===== src/rtl/instr_fetch.sv =====
// Instruction fetch stage: issues PC fetches over a req/gnt memory channel, tags the
// in-order responses with their fetch address and buffers them for decode.
module instr_fetch #(
  parameter int ADDR_W = 16,
  parameter int DATA_W = 16,
  parameter int DEPTH  = 2
) (
  input  logic              clk,
  input  logic              rst_n,
  input  logic [ADDR_W-1:0] pc_in,
  input  logic              pc_valid,
  output logic              pc_ready,
  input  logic              flush,
  output logic              imem_req,
  output logic [ADDR_W-1:0] imem_addr,
  input  logic              imem_gnt,
  input  logic              imem_rvalid,
  input  logic [DATA_W-1:0] imem_rdata,
  output logic              if_valid,
  input  logic              if_ready,
  output logic [DATA_W-1:0] if_instr,
  output logic [ADDR_W-1:0] if_pc
);

  localparam int CNT_W = $clog2(DEPTH + 1);
  localparam int PTR_W = (DEPTH > 1) ? $clog2(DEPTH) : 1;

  logic [CNT_W-1:0]  count;
  logic [CNT_W-1:0]  outst;
  logic [CNT_W-1:0]  drop;
  logic              active;
  logic [PTR_W-1:0]  buf_wptr;
  logic [PTR_W-1:0]  buf_rptr;
  logic [PTR_W-1:0]  tag_wptr;
  logic [PTR_W-1:0]  tag_rptr;
  logic [DATA_W-1:0] buf_instr [DEPTH];
  logic [ADDR_W-1:0] buf_pc    [DEPTH];
  logic [ADDR_W-1:0] tag_mem   [DEPTH];

  logic [CNT_W:0]    occupancy;
  logic              credit_ok;
  logic              grant;
  logic              resp;
  logic              keep;
  logic              pop;

  function automatic logic [PTR_W-1:0] next_ptr(input logic [PTR_W-1:0] p);
    if (p == PTR_W'(DEPTH - 1)) begin
      return '0;
    end
    return p + PTR_W'(1);
  endfunction

  // Credit covers both buffered words and words still owed by memory, so the buffer
  // can always absorb every response that is not being dropped.
  assign occupancy = {1'b0, outst} + {1'b0, count};
  assign credit_ok = occupancy < (CNT_W + 1)'(DEPTH);
  assign imem_req  = active & pc_valid & credit_ok & ~flush;
  assign imem_addr = pc_in;
  assign grant     = imem_req & imem_gnt;
  assign pc_ready  = grant;

  assign resp      = imem_rvalid & (outst != '0);
  assign keep      = resp & (drop == '0) & ~flush;
  assign pop       = (count != '0) & if_ready & ~flush;

  assign if_valid  = (count != '0);
  assign if_instr  = buf_instr[buf_rptr];
  assign if_pc     = buf_pc[buf_rptr];

  always_ff @(posedge clk or negedge rst_n) begin
    if (!rst_n) begin
      active   <= 1'b0;
      count    <= '0;
      outst    <= '0;
      drop     <= '0;
      buf_wptr <= '0;
      buf_rptr <= '0;
      tag_wptr <= '0;
      tag_rptr <= '0;
      for (int i = 0; i < DEPTH; i++) begin
        buf_instr[i] <= '0;
        buf_pc[i]    <= '0;
        tag_mem[i]   <= '0;
      end
    end else begin
      active <= 1'b1;
      outst  <= outst + CNT_W'(grant) - CNT_W'(resp);
      if (flush) begin
        // Every outstanding response becomes a drop; earlier drops are already part of
        // outst, so they are not added again.
        drop     <= outst - CNT_W'(resp);
        count    <= '0;
        buf_wptr <= '0;
        buf_rptr <= '0;
        tag_wptr <= '0;
        tag_rptr <= '0;
      end else begin
        if (resp && (drop != '0)) begin
          drop <= drop - CNT_W'(1);
        end
        if (grant) begin
          tag_mem[tag_wptr] <= pc_in;
          tag_wptr          <= next_ptr(tag_wptr);
        end
        if (keep) begin
          buf_instr[buf_wptr] <= imem_rdata;
          buf_pc[buf_wptr]    <= tag_mem[tag_rptr];
          buf_wptr            <= next_ptr(buf_wptr);
          tag_rptr            <= next_ptr(tag_rptr);
        end
        if (pop) begin
          buf_rptr <= next_ptr(buf_rptr);
        end
        count <= count + CNT_W'(keep) - CNT_W'(pop);
      end
    end
  end

endmodule


===== config.mk =====
export PLATFORM = sky130hd
export DESIGN_NAME = instr_fetch
export DESIGN_NICKNAME = d
export VERILOG_FILES = /design/src/rtl/instr_fetch.sv
export SDC_FILE = /design/constraint.sdc
export NUM_CORES = 1
export LEC_CHECK = 0
export CORE_MARGIN = 3
export CORE_UTILIZATION = 52
export DETAILED_ROUTE_END_ITERATION = 10
export PLACE_DENSITY = 0.79
export RECOVER_POWER = 25
export SLEW_MARGIN = 15
export SYNTH_ARGS = -nofsm -noshare
export SYNTH_HDL_FRONTEND = slang
export SYNTH_SLANG_ARGS = --single-unit

===== constraint.sdc =====
create_clock -name clk -period 3.55 [get_ports clk]
set_clock_uncertainty 0.05 [all_clocks]
set_input_delay 0.5325 -clock clk [delete_from_list [all_inputs] [get_ports clk]]
set_output_delay 0.5325 -clock clk [all_outputs]
set_load 0.01 [all_outputs]

==> results.toml, run 1 <==
[yosys]
yosys_warnings = 0
netlist_area_um2 = 4920
yosysTopAreaCellShare_pct = 54.4
yosysSeqAreaShare_pct = 54.4
ys_ff_latch = 107
synth_cell_types = 31
avgSynthCellArea_um2 = 14.6
ys_top_cells_by_area = "dfrtp_1 54%, mux2_2 31%, mux2_4 2.7%"
synth_nets = 382
synthesis.instances = 337
yosys.area.top_type = "dfrtp_1"

[final_layout]
drive_above_1_share_pct = 41.4
diodes = 0
area_delta_synth_final_pct = 21.4
instances_no_fill = 521
final_util_pct = 66.8
nets = 453

[cts]
cts_resized = 0
postCtsSetupBuffers = 0
cts_tree = "built"
root_buffer = "clkbuf_8"
hold_buffers = 0
cts_sinks = 107
insertion_delay_ns = 0.36
cts_max_path_buffers = 2
clk_pin_slew_worst_paths_ns = 0.10
cts_buffers = 9
cts_max_level = 3

[global_routing]
grt_pass1_wl_um = 14900
antenna_found_initial = 0
grt_usage_pct = 18.3
grt_max_degree = 68
grt_pass1_vias = 3095
grt-ovfl-total = 0

[detailed_routing]
drtAntennaViolNets = 0
viasPerCell = 5.40
drt_first_pass_iters = 4
vias = 2815
wire_per_inst_um = 17.1
drt_iter0_drc = 40
post-route-drc-count = 0
wl_um = 8890

[critical_path]
cp-start-kind = "flop"
cp_slowest_cell = "clkdlybuf4s50_1"
crit_chain = "inv_1, nor2_1, fa_1, or3b_4, nor2_1, clkdlybuf4s50_1"
critPathMaxStageDelay_ns = 0.57
crit_path_max_fanout = 4
criticalPathCategory = "flop to output port"
cp_common_cell = "nor2_1"
rr_worst_depth = 6
worstPathRequired_ns = 2.97
end_kind = "output port"
cp.arrival_ns = 2.56
reg2reg_slack_ns = 0.76

[sta]
min_period_ns = 3.15
finalSetupTns_ns = 0
hold_violations = 0
fin_ws_ns = 0.403
setup_violations = 0
finalMaxSlewViolations = 67
min_period_over_period_pct = 88.7
rsz0062_at_grt = "no"
slew_headroom_pct = -12.1
hold-worst-slack_ns = 0.452
fmax_mhz = 318
worstMarginPinSlew_ns = 1.68

[floorplanning]
rows = 34
io_pins = 90
dieArea_um2 = 10700
initial_core_util_pct = 55.1
core_area_um2 = 8930
fp.dieH_um = 103
die_w_um = 103

[hold_path]
min_delay_path_depth = 1
hold_class = "flop to flop"

[place]
detailed_place_hpwl_um = 6120
dp.cells = 505
place_congestion = 0.815
dpl_worst_slack_ns = 0.732
port_buffers = 89

[outcome]
status = "complete, but fails checks"
violations = "capacitance limit, slew limit"

[power]
powerDensity_nw_per_um2 = 696
ir_drop_mv = 0.438
total_leakage_power_nw = 2.76

[flow_run]
cap_violations = 1
-- power by group --
part | total, mW | leakage (nW) | internal (mW) | switching [mW]
sequential | 1.91 | 1.40 | 1.65 | 0.259
clock | 0.691 | 0.0855 | 0.280 | 0.410
combinational | 1.56 | 1.28 | 1.02 | 0.538
-- metal layers --
layer,GRT usage [%],wire (um)
met5,0,0
met3,6.64,565
met1,21.4,3650
met2,31.9,4600
met4,4.78,78
-- state kept, by name, indices dropped and copies added, names as in the netlist --
| signal | cells |
|---|---|
| buf_instr | 32 |
| buf_pc | 32 |
| tag_mem | 32 |
| count | 2 |
| drop | 2 |
| outst | 2 |
| active | 1 |
| buf_rptr | 1 |
| buf_wptr | 1 |
| tag_rptr | 1 |
| tag_wptr | 1 |
-- cells in the mapped netlist, drive strengths merged --
master and n:
clkbuf 7, mux2 144, nor2 9, nor2b 1, nor3b 1, conb 1
xor2 4, nand2b 2, or3 2, o21a 2, nand3b 1, xnor2 3
or3b 1, fa 1, buf 26, o211ai 1, o31a 2, nand2 3
or2 1, dfrtp 107, inv 7, ha 5, o21ai 3, nor3 3
-- logic make-up (layout without fill, tap and decap cells) --
logic type                 Yosys count  in the layout  synth area share [%]
other                                1              1                0.0762
muxes                              144            144                  33.6
AOI/OAI and AO/OA                    8              8                  1.22
adders and majority gates            6              6                  1.68
xor gates and xnor gates             7              7                  1.25
buffers and inverters               40            116                  4.98
and+or+nand+nor                     24             24                  2.72
DFF                                107            107                  54.4
-- worst max-delay path, delay by kind of cell, from the launching register on --
family,cells,cell delay [ns]
buffers and inverters,2,0.65
adders and majority gates,1,0.42
and+or+nand+nor,3,0.75
DFF,1,0.39
-- cell type report --
type	count	area, um^2
Sequential cell	107	2680
Clock inverter	6	48.8
Inverter	7	26.3
Fill cell	672	2960
Timing Repair Buffer	93	941
Tap cell	108	135
Multi-Input combinational cell	190	2000
Clock buffer	10	138
-- cell usage in the layout, fill, tap and decap left out, types with 3 or more instances in the layout --
cell type / n
mux2_2: 134
dfrtp_1: 106
clkdlybuf4s50_1: 88
clkbuf_8: 10
nor2_1: 9
mux2_4: 9
inv_1: 7
ha_1: 5
xor2_1: 4
o21ai_0: 3
xnor2_1: 3
nand2_1: 3
clkinvlp_4: 3
-- worst paths after layout --
kind | startpoint | end
max in group asynchronous | rst_n | buf_rptr
min in group asynchronous | rst_n | buf_pc[17]
min | buf_instr[29] | buf_instr[29]
min reg2reg | buf_instr[29] | buf_instr[29]
max reg2reg | outst[0] | tag_mem[30]
max | outst[0] | pc_ready
-- metrics by stage --
stage | area (um^2) | power (mW)
after floorplan | 4920 | 2.86
after global placement | 5790 | 3.44
after detailed placement | 5790 | 3.51
after CTS | 5970 | 4.22
after global routing | 5970 | 4.44
final | 5970 | 4.16
Power figures use the tool's default switching activity.
==> run 2, diff against run 1 <==
Settings changed: GPL_ROUTABILITY_DRIVEN set to 0.
Clock period 3.55 ns to 2.95 ns, I/O delays scaled along.
==> run 2 against run 1 <==
  * The run now ends clean
  * Setup slack lost 0.17 ns
  * Flip-flop and latch count unchanged
  * Register-to-register slack lost 0.31 ns
  * Combinational power up 24%
  * Non-clock buffer count up 6
  * Via count is essentially flat
  * Final cell count up 1.2%
  * Critical path type unchanged
==> results.toml, run 2 (same netlist as run 1, synthesis figures left out) <==
[cts]
cts_buffers = 9
insertion_delay_ns = 0.36
clk_pin_slew_worst_paths_ns = 0.10
cts_max_path_buffers = 2
root_buffer = "clkbuf_8"
cts_sinks = 107
cts_tree = "built"
cts_max_level = 3
hold_buffers = 0

[sta]
rsz0062_at_grt = "no"
fin_ws_ns = 0.228
fmax_mhz = 367
worstMarginPinSlew_ns = 1.13
slew_headroom_pct = 24.3
finalMaxSlewViolations = 0
finalSetupTns_ns = 0
setup_violations = 0
hold_violations = 0
hold-worst-slack_ns = 0.0195
min_period_ns = 2.72
min_period_over_period_pct = 92.3

[final_layout]
final_common_cell = "mux2_2"
nets = 459
mostFrequentLayoutCells = "134 x mux2_2, 106 x dfrtp_1, 86 x clkdlybuf4s50_1"
final_cell_area_um2 = 6030
final_util_pct = 67.5
area_delta_synth_final_pct = 22.6
top_regs = "buf_instr: 32 flops, buf_pc: 32 flops, tag_mem: 32 flops"
diodes = 0
instances_no_fill = 527
drive_above_1_share_pct = 42.0

[detailed_routing]
wl_um = 9130
post-route-drc-count = 0
vias = 2814
wire_per_inst_um = 17.3
drtAntennaViolNets = 0
viasPerCell = 5.34
drt_first_pass_iters = 4
drt_iter0_drc = 76

[floorplanning]
die_w_um = 103
dieArea_um2 = 10700
io_pins = 90
rows = 34
fp.dieH_um = 103
initial_core_util_pct = 55.1
core_area_um2 = 8930

[place]
dpl_worst_slack_ns = 0.301
port_buffers = 89
detailed_place_hpwl_um = 6260
dp.cells = 510
dpl_cell_area_um2 = 5830

[critical_path]
worstPathRequired_ns = 2.46
reg2reg_slack_ns = 0.45
cp-start-kind = "flop"
crit_path_max_fanout = 4
critPathMaxStageDelay_ns = 0.43
crit_chain = "inv_1, nor2_1, fa_1, or3b_4, nor2_1, dlygate4sd2_1"
cp_common_cell = "nor2_1"
cp.arrival_ns = 2.23
cp.buffers_inverters = 2
criticalPathCategory = "flop to output port"
end_kind = "output port"
cp_slowest_cell = "or3b_4"
cpLargestDelayFamily = "simple AND/OR/NAND/NOR gates"

[power]
total_leakage_power_nw = 2.82
pwr-share-comb_pct = 37.7
powerDensity_nw_per_um2 = 848
power_frac_clock_pct = 17.7
ir_drop_mv = 0.520
p_int_mw = 3.63
seqPwrFrac_pct = 44.6
p_sw_mw = 1.48
p_sw_share_pct = 29.0
total_power_mw = 5.11

[global_routing]
grt_usage_pct = 18.9
antenna_found_initial = 0
grt_pass1_vias = 3092
grt_pass1_wl_um = 15400
grt-ovfl-total = 0
grt_max_degree = 48

[outcome]
status = "finished, final reports clean"

[hold_path]
hold_class = "primary input to asynchronous set/reset pin"

[flow_run]
cap_violations = 0
run 2: layout make-up:
| cell class | count | area [um^2] |
|---|---|---|
| Fill cell | 655 | 2900 |
| Inverter | 7 | 26.3 |
| Multi-Input combinational cell | 190 | 2000 |
| Timing Repair Buffer | 99 | 986 |
| Tap cell | 108 | 135 |
| Clock inverter | 7 | 75.1 |
| Sequential cell | 107 | 2680 |
| Clock buffer | 9 | 124 |
run 2: power groups by stage:
| stage | Combinational (mW) | Clock, mW | Sequential, mW |
|---|---|---|---|
| final | 1.93 | 0.906 | 2.28 |
| after global routing | 2.10 | 1.00 | 2.36 |
| after CTS | 1.95 | 0.934 | 2.29 |
| after detailed placement | 1.94 | 0 | 2.31 |
| after global placement | 1.88 | 0 | 2.27 |
| after floorplan | 1.26 | 0 | 2.19 |
run 2: routing by layer:
metal	GRT usage, %	part of all wire [%]
met5	0	0
met4	4.58	0.58
met3	5.70	4.6
met2	32.0	50
met1	23.8	44
run 2: worst paths after layout:
check,from,end,cells after the start
max in group asynchronous,rst_n,buf_pc[11],2
worst min-delay path,rst_n,tag_wptr,1
min in group clk,buf_pc[17],buf_pc[17],1
worst max register to register,outst[0],tag_mem[29],7
worst max-delay path,outst[0],pc_ready,6
worst min register to register,buf_pc[17],buf_pc[17],1
run 2: timing repair:
action                                  in CTS  in global routing
setup buffers                                0                  1
resized for setup                            1                  1
endpoints found under the setup margin       1                  1
